<file path="src/rtl/reg_alu_ctrl_pkg.sv">
// Shared definitions for the register-file/ALU controller: state encoding,
// instruction field positions, instruction kinds and the decoded-field bundle.
package reg_alu_ctrl_pkg;

  typedef enum logic [1:0] {
    ST_IDLE  = 2'd0,
    ST_EXEC  = 2'd1,
    ST_WRITE = 2'd2,
    ST_FLAG  = 2'd3
  } state_t;

  // Instruction field bit positions
  localparam int KIND_BIT = 15;
  localparam int OP_HI    = 14;
  localparam int OP_LO    = 13;
  localparam int DST_HI   = 12;
  localparam int DST_LO   = 10;
  localparam int SRCA_HI  = 9;
  localparam int SRCA_LO  = 7;
  localparam int SRCB_HI  = 6;
  localparam int SRCB_LO  = 4;
  localparam int IMM_HI   = 7;
  localparam int IMM_LO   = 0;

  localparam logic KIND_LOAD = 1'b0;
  localparam logic KIND_ALU  = 1'b1;

  // Everything the register file / ALU needs from one instruction
  typedef struct packed {
    logic       sel;
    logic [1:0] op;
    logic [2:0] ra;
    logic [2:0] rb;
    logic [2:0] wa;
    logic [7:0] d_in;
  } dec_t;

endpackage

</file>
<file path="src/rtl/reg_alu_ctrl_decode.sv">
// Combinational instruction decode. LOAD drives the immediate with sel=0;
// ALU drives op/sources with sel=1 and a zero immediate. Fields that do not
// belong to the instruction's kind are forced to 0.
module reg_alu_ctrl_decode
  import reg_alu_ctrl_pkg::*;
(
  input  logic [15:0] i_instr,
  output dec_t        o_dec
);

  // Map instruction fields onto register-file / ALU controls
  always_comb begin
    o_dec    = '0;
    o_dec.wa = i_instr[DST_HI:DST_LO];
    if (i_instr[KIND_BIT] == KIND_ALU) begin
      o_dec.sel = 1'b1;
      o_dec.op  = i_instr[OP_HI:OP_LO];
      o_dec.ra  = i_instr[SRCA_HI:SRCA_LO];
      o_dec.rb  = i_instr[SRCB_HI:SRCB_LO];
    end else begin
      o_dec.d_in = i_instr[IMM_HI:IMM_LO];
    end
  end

endmodule

</file>
<file path="src/rtl/reg_alu_ctrl.sv">
// Register-file / ALU sequencing controller. Accepts one instruction in IDLE,
// then walks EXEC -> WRITE -> FLAG -> IDLE (one instruction per 4 cycles).
// Optional retired-instruction counter: define REG_ALU_CTRL_PERF_EN.
module reg_alu_ctrl
  import reg_alu_ctrl_pkg::*;
#(
  parameter int CNT_W = 16
) (
  input  logic             clk,
  input  logic             reset,
  input  logic             in_valid,
  output logic             in_ready,
  input  logic [15:0]      instr,
  output logic             sel,
  output logic             wr,
  output logic [1:0]       op,
  output logic [2:0]       rd_addr_a,
  output logic [2:0]       rd_addr_b,
  output logic [2:0]       wr_addr,
  output logic [7:0]       d_in,
  input  logic             cout_in,
  output logic             carry,
`ifdef REG_ALU_CTRL_PERF_EN
  output logic [CNT_W-1:0] retired,
`endif
  output logic             done
);

  if (CNT_W < 1) begin : g_cnt_w_chk
    $error("CNT_W must be at least 1");
  end

  state_t      r_state;
  state_t      w_next;
  logic [15:0] r_instr;
  logic        r_carry;
  logic        w_accept;
  dec_t        w_dec;

  // Next-state and per-state strobes
  always_comb begin
    w_next   = r_state;
    in_ready = 1'b0;
    wr       = 1'b0;
    done     = 1'b0;
    w_accept = 1'b0;
    case (r_state)
      ST_IDLE: begin
        in_ready = 1'b1;
        if (in_valid) begin
          w_accept = 1'b1;
          w_next   = ST_EXEC;
        end
      end
      ST_EXEC:  w_next = ST_WRITE;
      ST_WRITE: begin
        wr     = 1'b1;
        w_next = ST_FLAG;
      end
      ST_FLAG: begin
        done   = 1'b1;
        w_next = ST_IDLE;
      end
      default:  w_next = ST_IDLE;
    endcase
  end

  // State register
  always_ff @(posedge clk or negedge reset) begin
    if (!reset) r_state <= ST_IDLE;
    else        r_state <= w_next;
  end

  // Capture the instruction on the accepting edge; it stays put until the next accept
  always_ff @(posedge clk or negedge reset) begin
    if (!reset)        r_instr <= '0;
    else if (w_accept) r_instr <= instr;
  end

  // Carry is refreshed only when an ALU instruction leaves FLAG
  always_ff @(posedge clk or negedge reset) begin
    if (!reset)
      r_carry <= 1'b0;
    else if (r_state == ST_FLAG && r_instr[KIND_BIT] == KIND_ALU)
      r_carry <= cout_in;
  end

  reg_alu_ctrl_decode u_decode (
    .i_instr (r_instr),
    .o_dec   (w_dec)
  );

  assign sel       = w_dec.sel;
  assign op        = w_dec.op;
  assign rd_addr_a = w_dec.ra;
  assign rd_addr_b = w_dec.rb;
  assign wr_addr   = w_dec.wa;
  assign d_in      = w_dec.d_in;
  assign carry     = r_carry;

`ifdef REG_ALU_CTRL_PERF_EN
  logic [CNT_W-1:0] r_retired;

  // Count retirements; wraps naturally at all-ones
  always_ff @(posedge clk or negedge reset) begin
    if (!reset)    r_retired <= '0;
    else if (done) r_retired <= r_retired + 1'b1;
  end

  assign retired = r_retired;
`endif

endmodule

</file>
<file path="config.mk">
export PLATFORM = sky130hd
export DESIGN_NAME = reg_alu_ctrl
export DESIGN_NICKNAME = d
export VERILOG_FILES = /design/src/rtl/reg_alu_ctrl_pkg.sv /design/src/rtl/reg_alu_ctrl_decode.sv /design/src/rtl/reg_alu_ctrl.sv
export SDC_FILE = /design/constraint.sdc
export NUM_CORES = 1
export LEC_CHECK = 0
export CAP_MARGIN = 40
export CORE_MARGIN = 2
export CORE_UTILIZATION = 36
export CTS_CLUSTER_SIZE = 10
export DETAILED_ROUTE_END_ITERATION = 7
export HOLD_SLACK_MARGIN = 0.03
export PLACE_DENSITY_LB_ADDON = 0.12
export SYNTH_ARGS = -nofsm -noshare
export SYNTH_HDL_FRONTEND = slang
export SYNTH_SLANG_ARGS = --single-unit
</file>
<file path="constraint.sdc">
create_clock -name clk -period 1.2 [get_ports clk]
set_input_delay 0.24 -clock clk [delete_from_list [all_inputs] [get_ports clk]]
set_output_delay 0.24 -clock clk [all_outputs]
set_load 0.01 [all_outputs]
</file>
---- Word level (Yosys, flattened, before mapping) ----
Cells that the tools add are included.
storage, ports and cells
  bits in latches ......................... 0
  memories ................................ 0
  ROM bits ................................ 0
  input port bits ......................... 20
  bits in writable memories ............... 0
  output and inout port bits .............. 24
  register bits ........................... 19
  word-level logic and storage cells ...... 18
cells by class
  bitwise logic cells ..................... 0
  equality and inequality tests ........... 4
  multiply operators ...................... 0
  reductions and logical operators ........ 2
  divide/modulo/power cells ............... 0
  shift-type cells ........................ 0
  multiplexer cells ....................... 9
  $add $sub $neg .......................... 0
  order comparisons ....................... 0
operators with widths
  kind                number
  $mux 9              1
  $mux 8              1
  $pmux 2 s4          1
  $mux 1              5
  $eq 2x2->1 const B  2
  $eq 2x1->1 const B  1
  $logic_not 2->1     1
  $mux 2              1
  $ne 2x2->1 const B  1
  $logic_and 1x1->1   1

---- Longest topological paths before layout ----
Gate-level depths: netlist of the first run.
  depth after elaboration ................. 2
  mapped depth ............................ 5
  mapped depth without buffers ............ 4

---- By module ----
A second synthesis of the first run with hierarchy kept.
unflattened totals
  cells, all modules ...................... 70
  area, all modules ....................... 965.9 µm²
by module, submodules not included
  module               area an instance (µm²)  instances  cells each  seq. area each (µm²)
  reg_alu_ctrl         817.0                   1          49          475.5
  reg_alu_ctrl_decode  148.9                   1          21          0.0

---- Worst setup path before layout of the first run ----
Ideal clock, no wire load.
  kind .................................... register to register
  start ................................... reg r_state[0]
  end ..................................... reg r_instr[0]
  library setup time ...................... 0.125 ns
  period minus slack after synthesis ...... 1.340 ns
  arrival ................................. 1.215 ns
  data required time ...................... 1.075 ns
  stages on the path, launching flop included .. 6
  path buffers ............................ 1
  slack ................................... -0.140 ns
  path through ............................ dfrtp_1 > inv_1 > ha_1 > nand2_2 > buf_6 > mux2_4
between the ends
  word-level cells in the longest chain between the ends .. 2
ends and longest elaborated chain
  element                 line                text
  from (decl)             reg_alu_ctrl.sv:33  state_t r_state;
  from (signal assigned)  reg_alu_ctrl.sv:71  else r_state <= w_next;
  $logic_not 2->1         reg_alu_ctrl.sv:47  case (r_state)
  $mux 1                  reg_alu_ctrl.sv:47
  to (signal assigned)    reg_alu_ctrl.sv:77  else if (w_accept) r_instr <= instr;
  to (decl)               reg_alu_ctrl.sv:35  logic [15:0] r_instr;
Every way passes these cells.
A chain may end at the register's enable or synchronous reset.

---- Worst setup path after layout of the first run ----
  start ................................... reg r_state[1]
  end ..................................... out done
between the ends
  word-level cells in the longest chain between the ends .. 2
ends and longest elaborated chain
  element     line                text
  $eq 2x2->1  reg_alu_ctrl.sv:47
  $mux 1      reg_alu_ctrl.sv:47
  to (decl)   reg_alu_ctrl.sv:26  output logic done
Every way passes these cells.

==> summary by stage, run 1 <==
Clocking
Clock-pin slew was measured on the worst setup and hold paths at 110 ps. The TritonCTS clock tree is built. The largest buffer count on any clock path is 2. The number of buffers created by CTS is 3. The clock latency reported for the late side of the worst-skew pair is 290 ps. The total number of H-tree levels is 1. The clock net in this run drives a total of 19 sinks. The count of hold-fix buffers inserted at cts is 0.

CTS placed an instance of sky130_fd_sc_hd__clkbuf_4 at the clock tree root.

Logic synthesis
Of all cell types, the one taking the most synthesized area is sky130_fd_sc_hd__dfrtp_1. In the post-synthesis netlist, the biggest area contributors are sky130_fd_sc_hd__dfrtp_1 50%, sky130_fd_sc_hd__mux2_4 16%, sky130_fd_sc_hd__mux2_2 9.5%. The xor and xnor area share after synthesis is 0%. For this run, the number of Yosys warnings is 0. The simple-gate portion of the synthesized area is 13.0%. The number of nets in the synthesized netlist is 93.

The gate count after technology mapping is 69. The post-synthesis mux area share is 26.5%. The arithmetic-cell share of the synthesized area counting full adders, half adders and majority gates is 5.31%. The share of synthesized area occupied by flip-flops and latches is 50.4%. The synthesized cell area is 943 µm². The number of storage elements in the synthesis netlist is 19. Synthesis instantiated 15 different standard cells from the library.

The compound-cell area share of the yosys netlist is 0%. The top-area cell type share of the netlist area is 50.4%. The main combinational cell family by area after synthesis is multiplexers. After synthesis, the mean cell area works out to 13.7 µm².

Worst setup path
The signal on the critical path passes through buf_4 > ha_2 > buf_6. The arrival time at the worst endpoint is 1160 ps. Counting cells, the worst reg-to-reg path comes to 5. The slowest stage cell on the critical path is sky130_fd_sc_hd__dfrtp_1. The reg-to-reg startpoint is r_state[1]$_DFFE_PN0P_. The worst setup path is launched from a register. The startpoint-to-endpoint class of the critical path is register to output port. The critical path endpoint category is an output port. The endpoint identified for the worst register-to-register timing path is r_state[1]$_DFFE_PN0P_. For the worst setup path, the data required time is 960 ps. The setup slack of the most critical reg-to-reg path is -200 ps. Of all nets on the critical path, the largest fanout is 3.

For this run, the slowest stage of the critical path takes 430 ps.

STA
For the pin with the worst max-slew slack, the measured transition is 334 ps. The smallest clock period supported by the final layout is computed as 1400 ps. Hold timing on the final database bottoms out at a slack of 287 ps. Dividing the final minimum period by the clock period gives 116%. For the final database, setup skew stands at 1.96 ps. The count of final hold-check violations is 0. The highest attainable clock frequency is 716 MHz. The worst pin sits at a relative slew slack of 77.7%. Setup violations remaining at the end of the flow were counted as 39. The setup slack after layout is -197 ps.

The count of final max-slew check failures was 0. Setup repair after global routing could not meet its margin everywhere.

Drt
After the first detailed-routing iteration, the DRC count stood at 4. The detailed-router iteration count before antenna repair is 2. The post-detailed-route wirelength per cell is 13.4 µm. The mean number of vias per cell is 4.44. Detailed routing inserted a total of 683 vias.

Summed over all layers, the routed wires come to 2060 µm. The count of nets left with antenna violations once routing finished came out at 0. The number of design rule violations left after detail routing is 0.

Global routing
The number of global-route vias before repair came to 662. The wire length of the first global-routing pass is 3110 µm. Global routing finished with a remaining overflow of 0.

Entering global routing, the biggest net connects 20 pins. The overall routing resource usage is 14.5%. The initial antenna violation count is 0.

Power and ir drop
Across the VDD grid, the largest voltage drop is 1.54 mV. The sequential cell fraction of total power is 27.9%. In this run the power spent charging and discharging nets is 1.41 mW. Of the total power, the share spent switching nets is 33.1%.

The overall power after layout is 4.27 mW. The fraction of power consumed by combinational cells is 64.7%. Dividing total power by cell area gives a power density of 2670 nW/µm². The internal power consumption is 2.85 mW. Of the total power, the clock network draws 7.4%. The leakage power summed over all cells is 0.768 nW.

Cells and area
Compared with the post-synthesis result, the final layout area differs by 69.6%. The repair_antennas step left the layout with diodes totalling 0. The ratio of cells with drive above 1 in the final layout is 58.9%. The finished layout holds 154 standard cells, fillers aside. For this run, the share of the core covered by cells in the final layout is 64.6%. In the final design database the tool counted 149 nets. The final design area excluding fillers is 1600 µm².

Worst hold path
The path class of the tightest hold or removal check is primary input to async pin.

Status
The checks that failed: negative setup slack. The flow ran to the end, but the final reports show violations.

Floorplan
The I/O pin total is 44. The floorplan has 18 rows. The floorplan step defined a core boundary enclosing 2480 µm². The die is 55.2 µm tall. Once the floorplan was initialized, standard cells occupied 38.1% of the core.

Measured along the x axis, the die boundary spans 55.2 µm. The die footprint is 3050 µm².

Flow run
Across the run, the number of max-cap violations was 0.

Place
The global placement routability congestion is 0.663. Port buffering added 43 buffers. The instance count after placement with tap cells included is 141. The half-perimeter wire length after placement is 1310 µm. The post-placement cell area is 1410 µm².
==> sequential cells by signal, summed over array words and instances, names as in the netlist <==
name	count
carry	1
r_state	2
r_instr	16
==> through the flow <==
stage / TNS [ps] / setup slack (ps)
detailed placement: -8310 / -273
finish: -5980 / -197
CTS: -5850 / -193
global placement: -7560 / -247
floorplan: -978 / -92.8
global route: -7830 / -243
==> layout by cell type, fill, tap and decap left out <==
cell,netlist,final
sky130_fd_sc_hd__and2_1,8,1
sky130_fd_sc_hd__and2_4,0,7
sky130_fd_sc_hd__and2b_2,1,1
sky130_fd_sc_hd__buf_2,0,7
sky130_fd_sc_hd__buf_4,3,5
sky130_fd_sc_hd__buf_6,1,20
sky130_fd_sc_hd__clkbuf_1,1,1
sky130_fd_sc_hd__clkbuf_2,0,2
sky130_fd_sc_hd__clkbuf_4,0,3
sky130_fd_sc_hd__clkdlybuf4s15_1,0,2
sky130_fd_sc_hd__clkdlybuf4s50_1,0,19
sky130_fd_sc_hd__dfrtp_1,19,19
sky130_fd_sc_hd__ha_2,0,1
sky130_fd_sc_hd__ha_4,0,3
sky130_fd_sc_hd__inv_4,0,1
sky130_fd_sc_hd__inv_6,0,1
sky130_fd_sc_hd__mux2_2,8,6
sky130_fd_sc_hd__mux2_4,10,12
sky130_fd_sc_hd__mux2i_1,1,1
sky130_fd_sc_hd__nand2_1,1,1
sky130_fd_sc_hd__nand2_4,0,1
sky130_fd_sc_hd__nand2_8,0,1
sky130_fd_sc_hd__nor2_1,1,1
sky130_fd_sc_hd__nor2b_1,8,6
sky130_fd_sc_hd__nor2b_4,0,2
==> kinds of logic after synthesis <==
kind of cell | count (synthesis)
buffers and inverters | 7
AND/OR/NAND/NOR | 20
flip-flops | 19
multiplexers | 19
adder cells (fa/ha/maj) | 4
==> worst max-delay path: cells and delay by family (launching register included) <==
kind,cells,cell delay [ps]
DFF,1,430
buffers and inverters,2,270
adders and majority gates,1,170
==> cell type report <==
type,instances,area (µm²)
Tap cell,30,37.5
Inverter,2,15.0
Clock buffer,4,26.3
Multi-Input combinational cell,44,528
Timing Repair Buffer,55,518
Sequential cell,19,475
Fill cell,203,877
==> repair_timing <==
item,4_1_cts,5_1_grt
resized for setup,119,15
pin swaps,2,1
gates cloned,1,1
setup buffers,4,3
setup endpoints to repair,42,40
==> Yosys cell counts <==
master / instances
sky130_fd_sc_hd__nor2_1: 1
sky130_fd_sc_hd__nand2_2: 1
sky130_fd_sc_hd__ha_1: 4
sky130_fd_sc_hd__and2b_2: 1
sky130_fd_sc_hd__mux2_2: 8
sky130_fd_sc_hd__mux2i_1: 1
sky130_fd_sc_hd__and2_1: 8
sky130_fd_sc_hd__buf_6: 1
sky130_fd_sc_hd__buf_4: 3
sky130_fd_sc_hd__mux2_4: 10
sky130_fd_sc_hd__clkbuf_1: 1
sky130_fd_sc_hd__nor2b_1: 8
sky130_fd_sc_hd__nand2_1: 1
sky130_fd_sc_hd__inv_1: 2
sky130_fd_sc_hd__dfrtp_1: 19
==> power groups by stage <==
stage	Clock, mW	Sequential, mW	Combinational [mW]
5_1_grt	0.364	1.24	2.99
3_5_place_dp	0	1.16	2.22
6_report	0.317	1.19	2.76
2_1_floorplan	0	1.16	1.24
3_3_place_gp	0	1.15	2.18
4_1_cts	0.331	1.17	2.50
==> worst max-delay path by stage <==
| stage | start | depth (start not counted) | slack, ps | endpoint |
|---|---|---|---|---|
| floorplan | r_state[1]$_DFFE_PN0P_ | 5 | -90 | r_instr[0]$_DFFE_PN0P_ |
| global placement | r_instr[15]$_DFFE_PN0P_ | 3 | -250 | d_in[1] |
| detailed placement | in_valid | 3 | -270 | r_instr[6]$_DFFE_PN0P_ |
| CTS | r_instr[15]$_DFFE_PN0P_ | 3 | -190 | d_in[6] |
| global route | r_instr[15]$_DFFE_PN0P_ | 3 | -240 | d_in[0] |
| finish | r_state[1]$_DFFE_PN0P_ | 3 | -200 | done |
==> routing by layer <==
layer  track usage, %  share of wire, %
met5                0                 0
met4             4.88              0.63
met1             19.7                45
met2             23.0                47
met3             3.23               6.9
No activity file was read; power rests on OpenSTA's default activity.
==> run 2, diff against run 1 <==
--- a/config.mk
+++ b/config.mk
@@ -15,3 +15,4 @@
 export SYNTH_ARGS = -nofsm -noshare
 export SYNTH_HDL_FRONTEND = slang
 export SYNTH_SLANG_ARGS = --single-unit
+export TNS_END_PERCENT = 50
==> run 2 against run 1 <==
  * The run still ends with negative setup slack left
  * Hold slack lost 6.5 ps
  * Design area shrank 2.8%
  * Non-clock buffer count shrank 3
  * Cell count shrank 2.6%
  * First-iteration DRC count grew 25%
  * Fmax grew 0.24%
  * Count of clock-buffer cells in the layout is the same
  * Clock skew is essentially flat
  * Combinational power shrank 5%
  * Wire length shrank 7.1%
  * Die area is the same
==> summary by stage, run 2 (synthesized netlist as in run 1, its figures left out) <==
Status
The run finished, with violations left. The final reports fail on negative setup slack.

Floorplan
The I/O pin total was 44 (unchanged). The overall die width came to 55.2 µm (unchanged). The die footprint is 3050 µm² (unchanged). The floorplan die height is 55.2 µm (unchanged). The number of placement rows was 18 (unchanged). The placeable core area is 2480 µm² (unchanged).

The initial core utilization is 38.1% (unchanged).

Place
The half-perimeter wire length after placement is 1310 µm (unchanged). The count of input and output buffers is 43 (unchanged). The global placement routability congestion is 0.663 (unchanged).

The instance count after placement with tap cells included is 141 (unchanged).

Cells and area
The ratio of cells with drive above 1 in the final layout is 57.5% (-1.4 points). The count of antenna diodes in the layout is 0 (unchanged). The final standard cell count with taps included and fillers excluded came to 150 (-2.6%). The share of the core filled with cells came to 62.8% (-1.8 points).

The net count reported at finish was 145 (-2.7%). The largest register by flop count is r_instr. The flip-flop count of the largest register, all copies and words added is 16 (unchanged). Leaving out fill and tap cells, the most frequent cells in the layout are 19 x sky130_fd_sc_hd__dfrtp_1, 19 x sky130_fd_sc_hd__buf_6, 19 x sky130_fd_sc_hd__clkdlybuf4s50_1. The area overhead of the layout relative to synthesis is 64.9%.

Power and ir drop
The clock network power share is 7.6% (+0.2 points). The net switching power is 1.37 mW (-3.2%). The total power divided by cell area is 2650 nW/µm² (-0.66%). The leakage power summed over all cells is 0.736 nW (-4.2%). The worst supply voltage drop on vdd is 1.54 mV (-0.34%). The switching power as a share of total power is 33.2% (+0.083 points). The overall power after layout is 4.12 mW (-3.5%).

The sequential cell fraction of total power is 28.7% (+0.8 points). The fraction of power consumed by combinational cells is 63.7% (-1.0 points). The internal power consumption is 2.75 mW (-3.6%).

Clocking
The total number of H-tree levels is 1 (unchanged). The number of buffers created by CTS is 3 (unchanged). The clock latency reported for the late side of the worst-skew pair was 280 ps (about the same). The register clock-pin slew on the reported worst setup and hold paths is 100 ps (about the same). The count of hold-fix buffers inserted at cts was 0 (unchanged). The TritonCTS clock tree is built. The clock sink count is 19 (unchanged). The clock tree root driver cell is sky130_fd_sc_hd__clkbuf_4. The largest buffer count on any clock path is 2 (unchanged).

Global routing
The wire length of the first global-routing pass is 3080 µm (-1.1%). The pin count of the biggest net entering global routing is 20 (unchanged). The number of global-route vias before repair is 656 (-0.91%). The overall routing resource usage is 14.3% (-0.23 points).

The total congestion overflow after global routing is 0 (unchanged). The initial antenna violation count is 0 (unchanged).

Worst setup path
The arrival time at the worst endpoint is 1150 ps (about the same). The setup path with the least slack is of type register to output port. The worst setup path is launched from a register. The required arrival time at the worst endpoint is 960 ps (about the same).

The reg-to-reg startpoint is r_state[1]$_DFFE_PN0P_. The top fanout value on the critical path is 3 (unchanged). STA classifies the critical path endpoint as an output port.

In this run the worst setup path begins at r_state[1]$_DFFE_PN0P_.

STA
The count of final max-slew check failures came to 0 (unchanged). Setup repair after global routing could not meet its margin everywhere. The actual transition at the worst max-transition pin is 247 ps (-86.9 ps).

The worst max-slew margin expressed relative to the limit is 83.6% (+5.9 points). The setup slack after layout is -194 ps (+3.37 ps). The final critical-path share of the clock period is 116% (-0.28 points). The setup TNS after final layout is -5900 ps (+84.2 ps). The final period demand of the worst path is 1390 ps (-3.37 ps).

The highest attainable clock frequency came to 717 MHz (+0.24%). The count of final hold-check violations is 0 (unchanged). The final count of negative-setup-slack endpoints came to 39 (unchanged). The largest clock skew in the final design came to 2.16 ps (+0.201 ps).

Drt
The mean number of vias per cell is 4.40 (-0.79%). The number of nets with antenna violations after detailed routing came to 0 (unchanged). The number of design rule violations left after detail routing is 0 (unchanged). The post-detailed-route wirelength per cell is 12.8 µm (-4.6%). The detailed-router iteration count before antenna repair came to 3 (+1). The via count was 660 (-3.4%).

The routed wire length is 1920 µm (-7.1%). The detailed router's first-iteration violation count was 5 (+1).

Worst hold path
The type of the tightest min-delay check is primary input to async pin.

Flow run
The max-capacitance violation count came to 0 (unchanged).
-- run 2: cell count changes in the layout (fill, tap and decap cells not counted), sizes merged --
| cell | change |
|---|---|
| buf | -3 |
| nand2 | -1 |
-- run 2: final cells by class --
cell class / count / area [µm²]
clock buffer: 4 / 26.3
fill: 209 / 922
inverter: 2 / 15.0
multi-input combinational: 43 / 509
sequential: 19 / 475
tap: 30 / 37.5
timing repair buffer: 52 / 492
-- run 2: repair_timing --
item	in CTS	in global routing
gates cloned	1	0
pin swaps	2	1
resized for setup	117	14
endpoints found under the setup margin	42	40
buffers inserted	2	2
-- run 2: routing by layer --
layer | part of all wire, % | vias to the layer above | track usage (%)
met3 | 7.3 | 2 | 3.23
met2 | 51 | 22 | 22.6
met4 | 0.68 | 0 | 4.88
met1 | 41 | 312 | 19.3
met5 | 0 | - | 0
li1 | - | 324 | -
-- run 2: worst paths after layout --
| check | end | slack [ps] | depth (start not counted) |
|---|---|---|---|
| setup / recovery | done | -190 | 3 |
| hold / removal | r_instr[2]$_DFFE_PN0P_ | 280 | 2 |
| setup reg to reg | r_instr[6]$_DFFE_PN0P_ | -180 | 5 |
| hold reg to reg | r_instr[2]$_DFFE_PN0P_ | 510 | 1 |
| max in group asynchronous | r_instr[10]$_DFFE_PN0P_ | 720 | 2 |
| min in group clk | r_instr[2]$_DFFE_PN0P_ | 510 | 1 |
-- run 2: worst max-delay path, stage by stage, from the launching register on --
cell                      delay [ps]
sky130_fd_sc_hd__dfrtp_1         430
sky130_fd_sc_hd__buf_4           150
sky130_fd_sc_hd__ha_2            170
sky130_fd_sc_hd__buf_6           120
-- run 2: power by group through the flow --
stage	clock network [mW]	registers, mW	logic [mW]
detailed placement	0	1.16	2.22
floorplan	0	1.16	1.24
finish	0.313	1.18	2.62
CTS	0.331	1.17	2.42
global route	0.364	1.23	2.83
global placement	0	1.15	2.18
-- run 2: stage by stage --
stage          worst slack (ps)  hold slack [ps]  instance area [µm²]
6_report                   -194              280                 1560
4_1_cts                    -193              283                 1500
2_1_floorplan             -92.8            -55.6                  955
5_1_grt                    -243              304                 1560
3_5_place_dp               -273              484                 1410
3_3_place_gp               -247              483                 1410
==> run 3, diff against run 2 <==
--- a/config.mk
+++ b/config.mk
@@ -8,10 +8,10 @@
 export CAP_MARGIN = 40
 export CORE_MARGIN = 2
 export CORE_UTILIZATION = 36
-export CTS_CLUSTER_SIZE = 10
+export CTS_CLUSTER_SIZE = 16
 export DETAILED_ROUTE_END_ITERATION = 7
 export HOLD_SLACK_MARGIN = 0.03
-export PLACE_DENSITY_LB_ADDON = 0.12
+export PLACE_DENSITY = 0.74
 export SYNTH_ARGS = -nofsm -noshare
 export SYNTH_HDL_FRONTEND = slang
 export SYNTH_SLANG_ARGS = --single-unit
==> run 3 against run 2 <==
  * The flow still finishes with violations (negative setup slack)
  * Hold slack worse by 8.0 ps
  * Clock power is 5% higher
  * Via count is 4.1% higher
  * Count of clock-buffer cells in the layout is 1 lower
  * Cell count is 0.67% higher
  * Combinational power hardly changed
  * Sequential share of layout area is 0.46 points higher
  * Sequential power hardly changed
  * Non-clock buffer count stayed put
  * Flip-flop and latch count stayed put
  * First-iteration DRC count is 20% higher
  * Die area stayed put
  * Highest routed layer unchanged
==> summary by stage, run 3 (synthesized netlist as in run 1, its figures left out) <==
Cells and area
The share of the core filled with cells is 62.2% (-0.61 points). The flip-flop count of the largest register, all copies and words added was 16 (unchanged). In the layout the commonest cells are 19 x sky130_fd_sc_hd__clkdlybuf4s50_1, 17 x sky130_fd_sc_hd__dfrtp_1, 15 x sky130_fd_sc_hd__mux2_4.

The count of antenna diodes in the layout is 0 (unchanged). The net count reported at finish came to 146 (+0.69%). The area overhead of the layout relative to synthesis is 63.3%.

The ratio of cells with drive above 1 in the final layout is 61.2% (+3.7 points). The count of filler cells inserted in the layout is 205 (-1.9%). The register with the most flip-flops in the final layout is r_instr. The library cell used most frequently in the layout, excluding fill and tap cells, is sky130_fd_sc_hd__clkdlybuf4s50_1.

Power and ir drop
The total power divided by cell area is 2680 nW/µm² (+1.3%). The leakage power summed over all cells came to 0.749 nW (+1.8%). The worst supply voltage drop on vdd is 1.60 mV (+4.1%).

Drt
The number of design rule violations left after detail routing is 0 (unchanged). The mean number of vias per cell came to 4.55 (+3.4%). The via count is 687 (+4.1%). The number of nets with antenna violations after detailed routing is 0 (unchanged).

The detailed router's first-iteration violation count is 6 (+1). The post-detailed-route wirelength per cell came to 15.6 µm (+22%). The detailed-router iteration count before antenna repair is 2 (-1). The routed wire length is 2350 µm (+23%).

Floorplan
The initial core utilization was 38.1% (unchanged). The overall die width is 55.2 µm (unchanged). The placeable core area is 2480 µm² (unchanged). The die footprint was 3050 µm² (unchanged).

The number of placement rows is 18 (unchanged). The floorplan die height is 55.2 µm (unchanged). The I/O pin total is 44 (unchanged).

Clocking
The clock sink count is 19 (unchanged). In this run the clock root is driven by a sky130_fd_sc_hd__clkbuf_4. The register clock-pin slew on the reported worst setup and hold paths came to 110 ps (about the same). The largest buffer count on any clock path is 2 (unchanged). The number of buffers created by CTS is 3 (unchanged). TritonCTS built the clock tree. The clock latency reported for the late side of the worst-skew pair is 300 ps (+20 ps). The total number of H-tree levels is 1 (unchanged).

STA
The final critical-path share of the clock period is 117% (+0.69 points). The setup slack after layout was -202 ps (-8.23 ps). The worst max-slew margin expressed relative to the limit is 77.6% (-5.9 points).

The largest clock skew in the final design is 2.99 ps (+0.831 ps). The highest attainable clock frequency is 713 MHz (-0.59%). The count of final hold-check violations is 0 (unchanged).

Setup repair after global routing could not meet its margin everywhere. The final count of negative-setup-slack endpoints was 38 (-2.6%). The actual transition at the worst max-transition pin is 335 ps (+88.1 ps). The final period demand of the worst path is 1400 ps (+8.23 ps). The count of final max-slew check failures is 0 (unchanged).

Status
The checks that failed: negative setup slack. The run finished, with violations left.

Place
The half-perimeter wire length after placement is 1540 µm (+17%). The count of input and output buffers is 43 (unchanged). The setup slack after placement was -400 ps (-126 ps).

The global placement routability congestion was 0.617 (-6.9%).

Flow run
The max-capacitance violation count is 0 (unchanged).

Global routing
The initial antenna violation count is 0 (unchanged). The overall routing resource usage came to 16.2% (+1.9 points). The total congestion overflow after global routing came to 0 (unchanged).

The wire length of the first global-routing pass was 3330 µm (+8.1%). The number of global-route vias before repair is 672 (+2.4%). The pin count of the biggest net entering global routing is 20 (unchanged).

Worst setup path
The arrival time at the worst endpoint is 1590 ps (+440 ps). The startpoint-to-endpoint class of the critical path is register to register. The worst-case reg-to-reg path depth is 5 (unchanged). The required arrival time at the worst endpoint is 1390 ps (+430 ps). STA classifies the critical path startpoint as a register. The top fanout value on the critical path was 3 (unchanged). The critical path endpoint category is a register.

Worst hold path
The type of the tightest min-delay check is primary input to async pin.
[run 3: repair_timing]
action                                  CTS  global route
hold buffers                              0             0
resized for setup                       106            26
endpoints found under the setup margin   43            43
pin swaps                                 0             1
gates cloned                              0             1
setup buffers                             5             0
endpoints found under the hold margin     0             0
[run 3: critical path, cell delays in order, from the launching register on]
cell and delay (ps):
sky130_fd_sc_hd__dfrtp_1 420, sky130_fd_sc_hd__buf_6 150, sky130_fd_sc_hd__inv_6 60, sky130_fd_sc_hd__ha_4 180
sky130_fd_sc_hd__and2b_2 180, sky130_fd_sc_hd__mux2_4 300
[run 3: final timing paths]
check / start / end / slack [ps]
max in group asynchronous: reset / r_state[0]$_DFFE_PN0P_ / 710
hold / removal: reset / r_instr[13]$_DFFE_PN0P_ / 270
setup reg to reg: r_state[1]$_DFFE_PN0P_ / r_state[1]$_DFFE_PN0P_ / -200
setup / recovery: r_state[1]$_DFFE_PN0P_ / r_state[1]$_DFFE_PN0P_ / -200
hold reg to reg: r_instr[12]$_DFFE_PN0P_ / r_instr[12]$_DFFE_PN0P_ / 520
min in group clk: r_instr[12]$_DFFE_PN0P_ / r_instr[12]$_DFFE_PN0P_ / 520
[run 3: stage by stage]
stage	cells	hold WS, ps	TNS (ps)	power (mW)	cell area, µm²
final	151	272	-5810	4.13	1540
after global placement	141	482	-9990	3.32	1410
after CTS	150	268	-5980	3.86	1480
after floorplan	69	-55.6	-978	2.40	955
after detailed placement	141	488	-10510	3.42	1410
after global routing	151	277	-7680	4.45	1540
[run 3: area by class of cell]
type                       instances  area (µm²)  area share (%)
multi-input combinational         44         537            34.8
sequential                        19         478            31.0
timing repair buffer              52         443            28.8
tap                               30        37.5            2.44
clock buffer                       3        22.5            1.46
inverter                           2        17.5            1.14
clock inverter                     1        5.00           0.325
[run 3: report_power, final]
| part | internal (mW) | switching [mW] | total, mW |
|---|---|---|---|
| Sequential | 0.980 | 0.220 | 1.20 |
| Clock | 0.124 | 0.203 | 0.328 |
| Combinational | 1.57 | 1.03 | 2.61 |
| Total | 2.68 | 1.46 | 4.13 |
[run 3: per-layer routing]
metal,share of wire [%],track usage [%],up-vias
li1,-,-,326
met3,6.2,5.38,2
met1,42,19.2,336
met5,0,0,-
met4,0.85,2.44,0
met2,51,29.0,23
